[src/rtl/mapping_group_ctrl.sv]
// Sequencer for a bit-sliced mapping group. For each slice it fetches one macro word
// (rbr) or two (parallel), buffers it, then accumulates. After the last slice it reads out the accumulator.
module mapping_group_ctrl #(
  parameter int SLICES = 4
) (
  input  logic       clk_i,
  input  logic       rst_i,
  input  logic       start_i,
  input  logic       mode_cfg_i,
  input  logic       macro_valid_i,
  output logic       macro_req_o,
  output logic       mode_o,
  output logic       buf_write_en_1_o,
  output logic       buf_write_en_2_o,
  output logic       buf_read_en_o,
  output logic [1:0] shift_count_o,
  output logic       accum_buf_write_o,
  output logic       accum_buf_read_o,
  output logic       busy_o,
  output logic       done_o,
  output logic [3:0] state_o
);

  typedef enum logic [3:0] {
    IDLE = 4'd0,
    REQ1 = 4'd1,
    WR1  = 4'd2,
    REQ2 = 4'd3,
    WR2  = 4'd4,
    RD   = 4'd5,
    ACC  = 4'd6,
    OUT  = 4'd7,
    DONE = 4'd8
  } state_t;

  localparam logic [1:0] LAST = 2'(SLICES - 1);

  state_t     state, state_nx;
  logic [1:0] count_nx;
  logic       mode_nx;
  logic       handshake;

  // Valid/ready rule: a macro word transfers on any rising edge where
  // macro_req_o and macro_valid_i are both high; valid is ignored otherwise.
  assign handshake = macro_req_o && macro_valid_i;
  assign state_o   = state;

  always_comb begin
    state_nx = state;
    count_nx = shift_count_o;
    mode_nx  = mode_o;
    case (state)
      IDLE: if (start_i) begin
        state_nx = REQ1;
        count_nx = 2'd0;
        mode_nx  = mode_cfg_i;
      end
      REQ1: if (handshake) state_nx = WR1;
      WR1:  state_nx = mode_o ? REQ2 : RD;
      REQ2: if (handshake) state_nx = WR2;
      WR2:  state_nx = RD;
      RD:   state_nx = ACC;
      ACC: begin
        if (shift_count_o < LAST) begin
          count_nx = shift_count_o + 2'd1;
          state_nx = REQ1;
        end else begin
          state_nx = OUT;
        end
      end
      OUT:  state_nx = DONE;
      DONE: state_nx = IDLE;
      default: state_nx = IDLE;
    endcase
  end

  // Outputs are decoded from the next state so they are registered yet line up
  // with the state they belong to.
  always_ff @(posedge clk_i) begin
    if (rst_i) begin
      state             <= IDLE;
      mode_o            <= 1'b0;
      shift_count_o     <= 2'd0;
      macro_req_o       <= 1'b0;
      buf_write_en_1_o  <= 1'b0;
      buf_write_en_2_o  <= 1'b0;
      buf_read_en_o     <= 1'b0;
      accum_buf_write_o <= 1'b0;
      accum_buf_read_o  <= 1'b0;
      busy_o            <= 1'b0;
      done_o            <= 1'b0;
    end else begin
      state             <= state_nx;
      mode_o            <= mode_nx;
      shift_count_o     <= count_nx;
      macro_req_o       <= (state_nx == REQ1) || (state_nx == REQ2);
      buf_write_en_1_o  <= (state_nx == WR1);
      buf_write_en_2_o  <= (state_nx == WR2);
      buf_read_en_o     <= (state_nx == RD) || (state_nx == ACC);
      accum_buf_write_o <= (state_nx == ACC);
      accum_buf_read_o  <= (state_nx == OUT);
      busy_o            <= (state_nx != IDLE);
      done_o            <= (state_nx == DONE);
    end
  end

endmodule

[config.mk]
export PLATFORM = sky130hd
export DESIGN_NAME = mapping_group_ctrl
export DESIGN_NICKNAME = d
export VERILOG_FILES = /design/src/rtl/mapping_group_ctrl.sv
export SDC_FILE = /design/constraint.sdc
export NUM_CORES = 1
export LEC_CHECK = 0
export CAP_MARGIN = 15
export CORE_MARGIN = 4
export CORE_UTILIZATION = 35
export CTS_CLUSTER_DIAMETER = 100
export DETAILED_ROUTE_END_ITERATION = 10
export PLACE_DENSITY_LB_ADDON = 0.12
export REMOVE_ABC_BUFFERS = 1
export SLEW_MARGIN = 20
export SYNTH_ARGS = -nofsm -noshare
export SYNTH_HDL_FRONTEND = slang
export SYNTH_SLANG_ARGS = --single-unit
[constraint.sdc]
create_clock -name clk_i -period 4.4 [get_ports clk_i]
set_input_delay 0.88 -clock clk_i [delete_from_list [all_inputs] [get_ports clk_i]]
set_output_delay 0.88 -clock clk_i [all_outputs]
set_load 0.05 [all_outputs]
Word level (Yosys, flattened, before mapping)
Cells that the tools add are included.
{"block": "totals", "inputBits": 5, "regBits": 15, "out_inout_bits": 15, "elab_cells": 47}
{"block": "classes", "muxes": 9, "addsub": 1, "n_reduce_logical": 8, "order_cmp": 1, "eq_ne": 17}
{"op": "$eq A4 B3 Y1 const B", "n": 8}
{"op": "$pmux W4 S8", "n": 1}
{"op": "$eq A4 B2 Y1 const B", "n": 4}
{"op": "$mux W4", "n": 3}
{"op": "$eq A4 B1 Y1 const B", "n": 2}
{"op": "$mux W3", "n": 2}
{"op": "$eq A4 B4 Y1 const B", "n": 1}
{"op": "$logic_not A4 Y1", "n": 1}
{"op": "$mux W2", "n": 2}
{"op": "$ne A2 B2 Y1 const B", "n": 2}
{"op": "$pmux W2 S2", "n": 1}
{"op": "$reduce_bool A4 Y1", "n": 1}
{"op": "$reduce_and A3 Y1", "n": 1}
{"op": "$add A2 B1 Y2 const B", "n": 1}
{"op": "$logic_or A1 B1 Y1", "n": 2}
{"op": "$lt A2 B2 Y1 const B", "n": 1}
{"op": "$reduce_and A2 Y1", "n": 1}
{"op": "$reduce_bool A2 Y1", "n": 1}
{"op": "$logic_and A1 B1 Y1", "n": 1}

Longest topological paths before layout
{"block": "depth", "word_depth": 5, "mapped_depth": 6, "ltp_nobuf": 6}

Worst setup path after synthesis
OpenSTA, ideal clock, no wires.
{"block": "synth_timing", "kind": "in2reg", "start": "in macro_valid_i", "end": "reg buf_write_en_1_o", "stages": 4, "setup_ns": 0.073, "arrival_time_ns": 1.861, "required_time_ns": 4.327, "path_buffers": 0, "setup_slack_ns": 2.466, "cell_sequence": "nand2_1 mux2_2 a2111oi_4 nor3b_2"}
{"block": "synth_between", "elab_chain_len": 4, "elab_cells_between_ends": 5, "classes_between": "1 x eq/ne; 3 x mux; 1 x reduce/logical"}
{"item": "start, declared", "line": "10", "source": "input logic macro_valid_i,"}
{"item": "$logic_and A1 B1 Y1 *", "line": "45", "source": "assign handshake = macro_req_o && macro_valid_i;"}
{"item": "$mux W4 (on tied branches)", "line": "60, 58"}
{"item": "$pmux W4 S8 *", "line": "52", "source": "case (state)"}
{"item": "$eq A4 B2 Y1 *", "line": "97", "source": "buf_write_en_1_o <= (state_nx == WR1);"}
{"item": "end signal, assigned", "line": "97"}
{"item": "end, declared", "line": "13", "source": "output logic buf_write_en_1_o,"}
Every way passes the cells marked *; elsewhere a longest branch is shown, timed or not.
A chain may end at the register's enable or synchronous reset.

Worst setup path after layout
{"block": "layout_timing", "start": "reg state[0] (netlist: state_o[0])", "end": "out state_o[0]"}
{"item": "start, declared", "line": "38", "source": "state_t state, state_nx;"}
{"item": "start signal, assigned", "line": "93", "source": "state <= state_nx;"}
{"item": "end, declared", "line": "21", "source": "output logic [3:0] state_o"}
No word-level cell between the ends.

==> report_table.html <==
<table>
<tr><th>Metric</th><th>Value</th></tr>
<tr><th colspan="2">Run status</th></tr>
<tr><td>Outcome</td><td>finished, final reports clean</td></tr>
<tr><th colspan="2">Critical path</th></tr>
<tr><td>Cell-by-cell listing of the critical path</td><td>clkdlybuf4s50_1</td></tr>
<tr><td>Launch instance of the worst register-to-register path</td><td>state_o[0]</td></tr>
<tr><td>Req. time, crit path</td><td>3.52 ns</td></tr>
<tr><td>Startpoint kind of the worst setup timing path</td><td>flop</td></tr>
<tr><td>Reg2reg setup slack</td><td>2.63 ns</td></tr>
<tr><td>Path depth of the worst reg2reg path</td><td>4</td></tr>
<tr><td>Worst R2R End</td><td>buf_write_en_1_o</td></tr>
<tr><td>Critical path capture point type</td><td>output pin</td></tr>
<tr><td>Delay-heaviest family, CP</td><td>buffers and inverters</td></tr>
<tr><td>Data arrival time of the critical path</td><td>between 1.5 and 2 ns</td></tr>
<tr><td>CP max-delay cell</td><td>clkdlybuf4s50_1</td></tr>
<tr><td>Crit path kind</td><td>reg2out</td></tr>
<tr><td>Peak per-stage delay on the critical path</td><td>0.90 ns</td></tr>
<tr><td>Max FO, Critical Path</td><td>13</td></tr>
<tr><td>Count of buffering cells on the critical path with inverters included</td><td>1</td></tr>
<tr><th colspan="2">Drt</th></tr>
<tr><td>Post-detailed-routing wire length</td><td>1.542 mm</td></tr>
<tr><td>Count of vias placed by the detailed router</td><td>631</td></tr>
<tr><td>Uppermost routed layer</td><td>met4</td></tr>
<tr><td>DRC errors left</td><td>0</td></tr>
<tr><td>Vias per cell</td><td>5.258</td></tr>
<tr><td>Met3 routed wirelength</td><td>around 80 um</td></tr>
<tr><td>TritonRoute pass-1 iters</td><td>7</td></tr>
<tr><td>Wl on met1</td><td>641 um</td></tr>
<tr><td>Number of DRC markers in iteration 0</td><td>19</td></tr>
<tr><td>Average wire length per cell after detail routing</td><td>12.85 um</td></tr>
<tr><td>Post-detailed-route count of antenna-violating nets</td><td>0</td></tr>
<tr><td>Wire length on met2</td><td>792 um</td></tr>
<tr><th colspan="2">Yosys</th></tr>
<tr><td>Average footprint of a synthesized cell</td><td>slightly above 9 um^2</td></tr>
<tr><td>Sequential fraction of the synthesis area</td><td>43.01%</td></tr>
<tr><td>Most used standard cell by instance count after synthesis</td><td>dfxtp_1</td></tr>
<tr><td>Post-synth cell types</td><td>31</td></tr>
<tr><td>Top post-synthesis cells by area</td><td>dfxtp_1, nor2_1, a2111oi_4, nand2_1, nor3_1</td></tr>
<tr><td>Synth Cell Area</td><td>~700 um^2</td></tr>
<tr><td>Number of enable-type register cells in the synthesized netlist</td><td>0</td></tr>
<tr><td>Syn. warnings</td><td>0</td></tr>
<tr><td>Library cell occupying the most area in the post-synthesis netlist</td><td>dfxtp_1</td></tr>
<tr><td>Most frequent cells after synthesis</td><td>dfxtp_1, nor2_1, nand2_1</td></tr>
<tr><td>Async set-reset flop share out of synthesis</td><td>0%</td></tr>
<tr><td>Number of cells produced by synthesis</td><td>77</td></tr>
<tr><td>FF+latch count, synth</td><td>15</td></tr>
<tr><td>Top flip-flop cell by instance count after synthesis</td><td>dfxtp_1</td></tr>
<tr><td>Area share of the largest cell type after synthesis</td><td>43.01%</td></tr>
<tr><th colspan="2">Global route</th></tr>
<tr><td>Pin count of the biggest net entering global routing</td><td>14</td></tr>
<tr><td>First-pass GRT wire length</td><td>2.601 mm</td></tr>
<tr><td>All-layer global routing usage</td><td>about an eighth</td></tr>
<tr><td>Overflow left after global routing</td><td>0</td></tr>
<tr><td>Number of global-route vias before repair</td><td>610</td></tr>
<tr><td>Number of antenna violations at the first check in global routing</td><td>0</td></tr>
<tr><th colspan="2">CTS</th></tr>
<tr><td>CTS H-Tree Depth</td><td>1</td></tr>
<tr><td>Clock sink count</td><td>15</td></tr>
<tr><td>Number of gates resized after CTS</td><td>0</td></tr>
<tr><td>Clock edge transition at the registers on the reported setup and hold paths</td><td>about 0.090 ns</td></tr>
<tr><td>Library cell used as clock root buffer</td><td>clkbuf_4</td></tr>
<tr><td>Later-pin clock latency in the skew report</td><td>0.28 ns</td></tr>
<tr><td>TritonCTS buffer count</td><td>3</td></tr>
<tr><td>TritonCTS clock tree</td><td>done</td></tr>
<tr><td>Count of hold-fix buffers inserted at cts</td><td>0</td></tr>
<tr><td>Number of buffers inserted by post-CTS setup repair</td><td>0</td></tr>
<tr><td>Buffers from clock root to sink, at most</td><td>2</td></tr>
<tr><th colspan="2">Pwr</th></tr>
<tr><td>Total power of the final layout</td><td>~0.00030 W</td></tr>
<tr><td>Pwr/cell area</td><td>between 300 and 400 mW/mm^2</td></tr>
<tr><td>Worst-case vdd ir drop</td><td>0.1760 mV</td></tr>
<tr><td>Leak pwr</td><td>0.3501 nW</td></tr>
<tr><th colspan="2">STA</th></tr>
<tr><td>Clk_skew</td><td>0.002821 ns</td></tr>
<tr><td>Unrepaired setup endpoints after global routing</td><td>false</td></tr>
<tr><td>Pin slew with the least headroom to its limit</td><td>between 0.4 and 0.5 ns</td></tr>
<tr><td>Accumulated negative setup slack</td><td>0 ns</td></tr>
<tr><td>Tightest slew margin relative to the limit</td><td>66.67%</td></tr>
<tr><td>Final worst-path cycle share</td><td>61.33%</td></tr>
<tr><td>Worst path setup slack after routing</td><td>1.701 ns</td></tr>
<tr><td>Final Hold Viols</td><td>0</td></tr>
<tr><td>Post-route minimum period</td><td>2.699 ns</td></tr>
<tr><td>Max Clk Rate</td><td>about 0.37 GHz</td></tr>
<tr><td>Pins over their slew limit</td><td>0</td></tr>
<tr><td>Count of endpoints failing setup in the final report</td><td>0</td></tr>
<tr><th colspan="2">Cells and area</th></tr>
<tr><td>Number of fill cells</td><td>around 190</td></tr>
<tr><td>Inserted Diodes</td><td>0</td></tr>
<tr><td>Final cell area excluding filler cells</td><td>915.9 um^2</td></tr>
<tr><td>Max FFs per register</td><td>4</td></tr>
<tr><td>Register area</td><td>300.3 um^2</td></tr>
<tr><td>Area added between synthesis and finish</td><td>31.18%</td></tr>
<tr><td>Multi-input logic area</td><td>355.3 um^2</td></tr>
<tr><td>Proportion of layout cells with a drive suffix above 1</td><td>10.53%</td></tr>
<tr><td>Final Net Count</td><td>102</td></tr>
<tr><th colspan="2">Floorplan</th></tr>
<tr><td>Effective utilization at floorplan</td><td>38.75%</td></tr>
<tr><td>Die extent in y</td><td>between 50 and 60 um</td></tr>
<tr><td>CORE AREA</td><td>0.001802 mm^2</td></tr>
<tr><td>Width of the die</td><td>roughly 53 um</td></tr>
<tr><td>Number of ports placed on the die boundary</td><td>20</td></tr>
<tr><td>Area of the die</td><td>between 0.002 and 0.003 mm^2</td></tr>
<tr><td>Row count</td><td>15</td></tr>
<tr><th colspan="2">Worst hold path</th></tr>
<tr><td>Worst hold path depth</td><td>2</td></tr>
<tr><td>Class of the tightest hold or removal check</td><td>reg2reg</td></tr>
<tr><td>End of the worst hold path</td><td>mode_o</td></tr>
<tr><td>Startpoint of the most critical hold path</td><td>mode_o</td></tr>
<tr><th colspan="2">Place</th></tr>
<tr><td>Placed Instance Area</td><td>~890 um^2</td></tr>
<tr><td>Placer Congestion</td><td>0.7110</td></tr>
<tr><td>Worst slack at placement</td><td>1.889 ns</td></tr>
<tr><td>Detailed-placement wirelength estimate</td><td>1.129 mm</td></tr>
<tr><td>Total of buffers placed on input and output ports</td><td>19</td></tr>
<tr><th colspan="2">Job</th></tr>
<tr><td>Max_cap viols</td><td>0</td></tr>
</table>
worst max-delay path by stage:
| stage | from | end | slack (ns) | depth (start not counted) |
|---|---|---|---|---|
| 3_5_place_dp | macro_valid_i | buf_write_en_1_o | 1.89 | 5 |
| 3_3_place_gp | macro_valid_i | buf_write_en_1_o | 2.00 | 5 |
| 5_1_grt | state_o[0] | state_o[0] | 1.62 | 1 |
| 2_1_floorplan | macro_valid_i | buf_write_en_1_o | 2.46 | 4 |
| 4_1_cts | state_o[0] | state_o[0] | 1.70 | 1 |
| 6_report | state_o[0] | state_o[0] | 1.70 | 1 |
cell type report:
type / count / share of cell area, %
multi-input cells: 54 / 38.80
flip-flops and latches: 15 / 32.79
repair buffers: 19 / 20.76
well taps: 25 / 3.415
clock buffers: 3 / 2.459
inverters: 3 / 1.230
clock inverters: 1 / 0.5464
worst min-delay path, cell delays in order, from the launching register on:
cell     delay (ns)
dfxtp_1        0.36
nand2_1        0.07
a21oi_1        0.05
metal layers:
layer	up-vias	track usage [%]
li1	313	-
met1	293	15.11
met2	20	21.90
met3	5	3.419
met4	0	7.660
met5	-	0
cell usage in the layout, fill, tap and decap left out, drive strengths merged:
cell type / instances
o21ai: 1
a21boi: 1
mux2: 1
nand2b: 1
dfxtp: 15
nor3: 5
nor4: 3
nand2: 7
inv: 3
a2111oi: 1
mux2i: 2
clkinv: 1
nand3: 1
nor2b: 2
a21oi: 4
clkbuf: 3
clkdlybuf4s50: 19
a31o: 1
and4: 1
nor4b: 1
xnor2: 1
a31oi: 1
nor2: 11
a2bb2oi: 2
o31ai: 1
ha: 1
nand3b: 1
nor3b: 4
logic make-up (layout without fill, tap and decap cells):
family	after synthesis	after routing	share of synthesized area (%)
adders and majority gates	1	1	1.792
buffers and inverters	8	26	6.093
AOI/OAI and AO/OA	12	12	14.34
muxes	3	3	4.480
and+or+nand+nor	37	37	29.03
xor gates and xnor gates	1	1	1.255
DFF	15	15	43.01
report_power, final:
| part | total, W | switching, W | internal [W] |
|---|---|---|---|
| combinational | 0.0000696 | 0.0000425 | 0.0000271 |
| sequential | 0.000150 | 0.00000893 | 0.000141 |
| clock | 0.0000774 | 0.0000436 | 0.0000338 |
stage by stage:
stage | util (%) | hold slack [ns] | instances
2_1_floorplan | - | 0.6959 | 72
3_3_place_gp | 49.31 | 0.5127 | 116
3_5_place_dp | 49.31 | 0.5242 | 116
4_1_cts | 50.83 | 0.5332 | 120
5_1_grt | 50.83 | 0.5796 | 120
6_report | 50.83 | 0.5273 | 120
(Power assumes the default switching activity.)
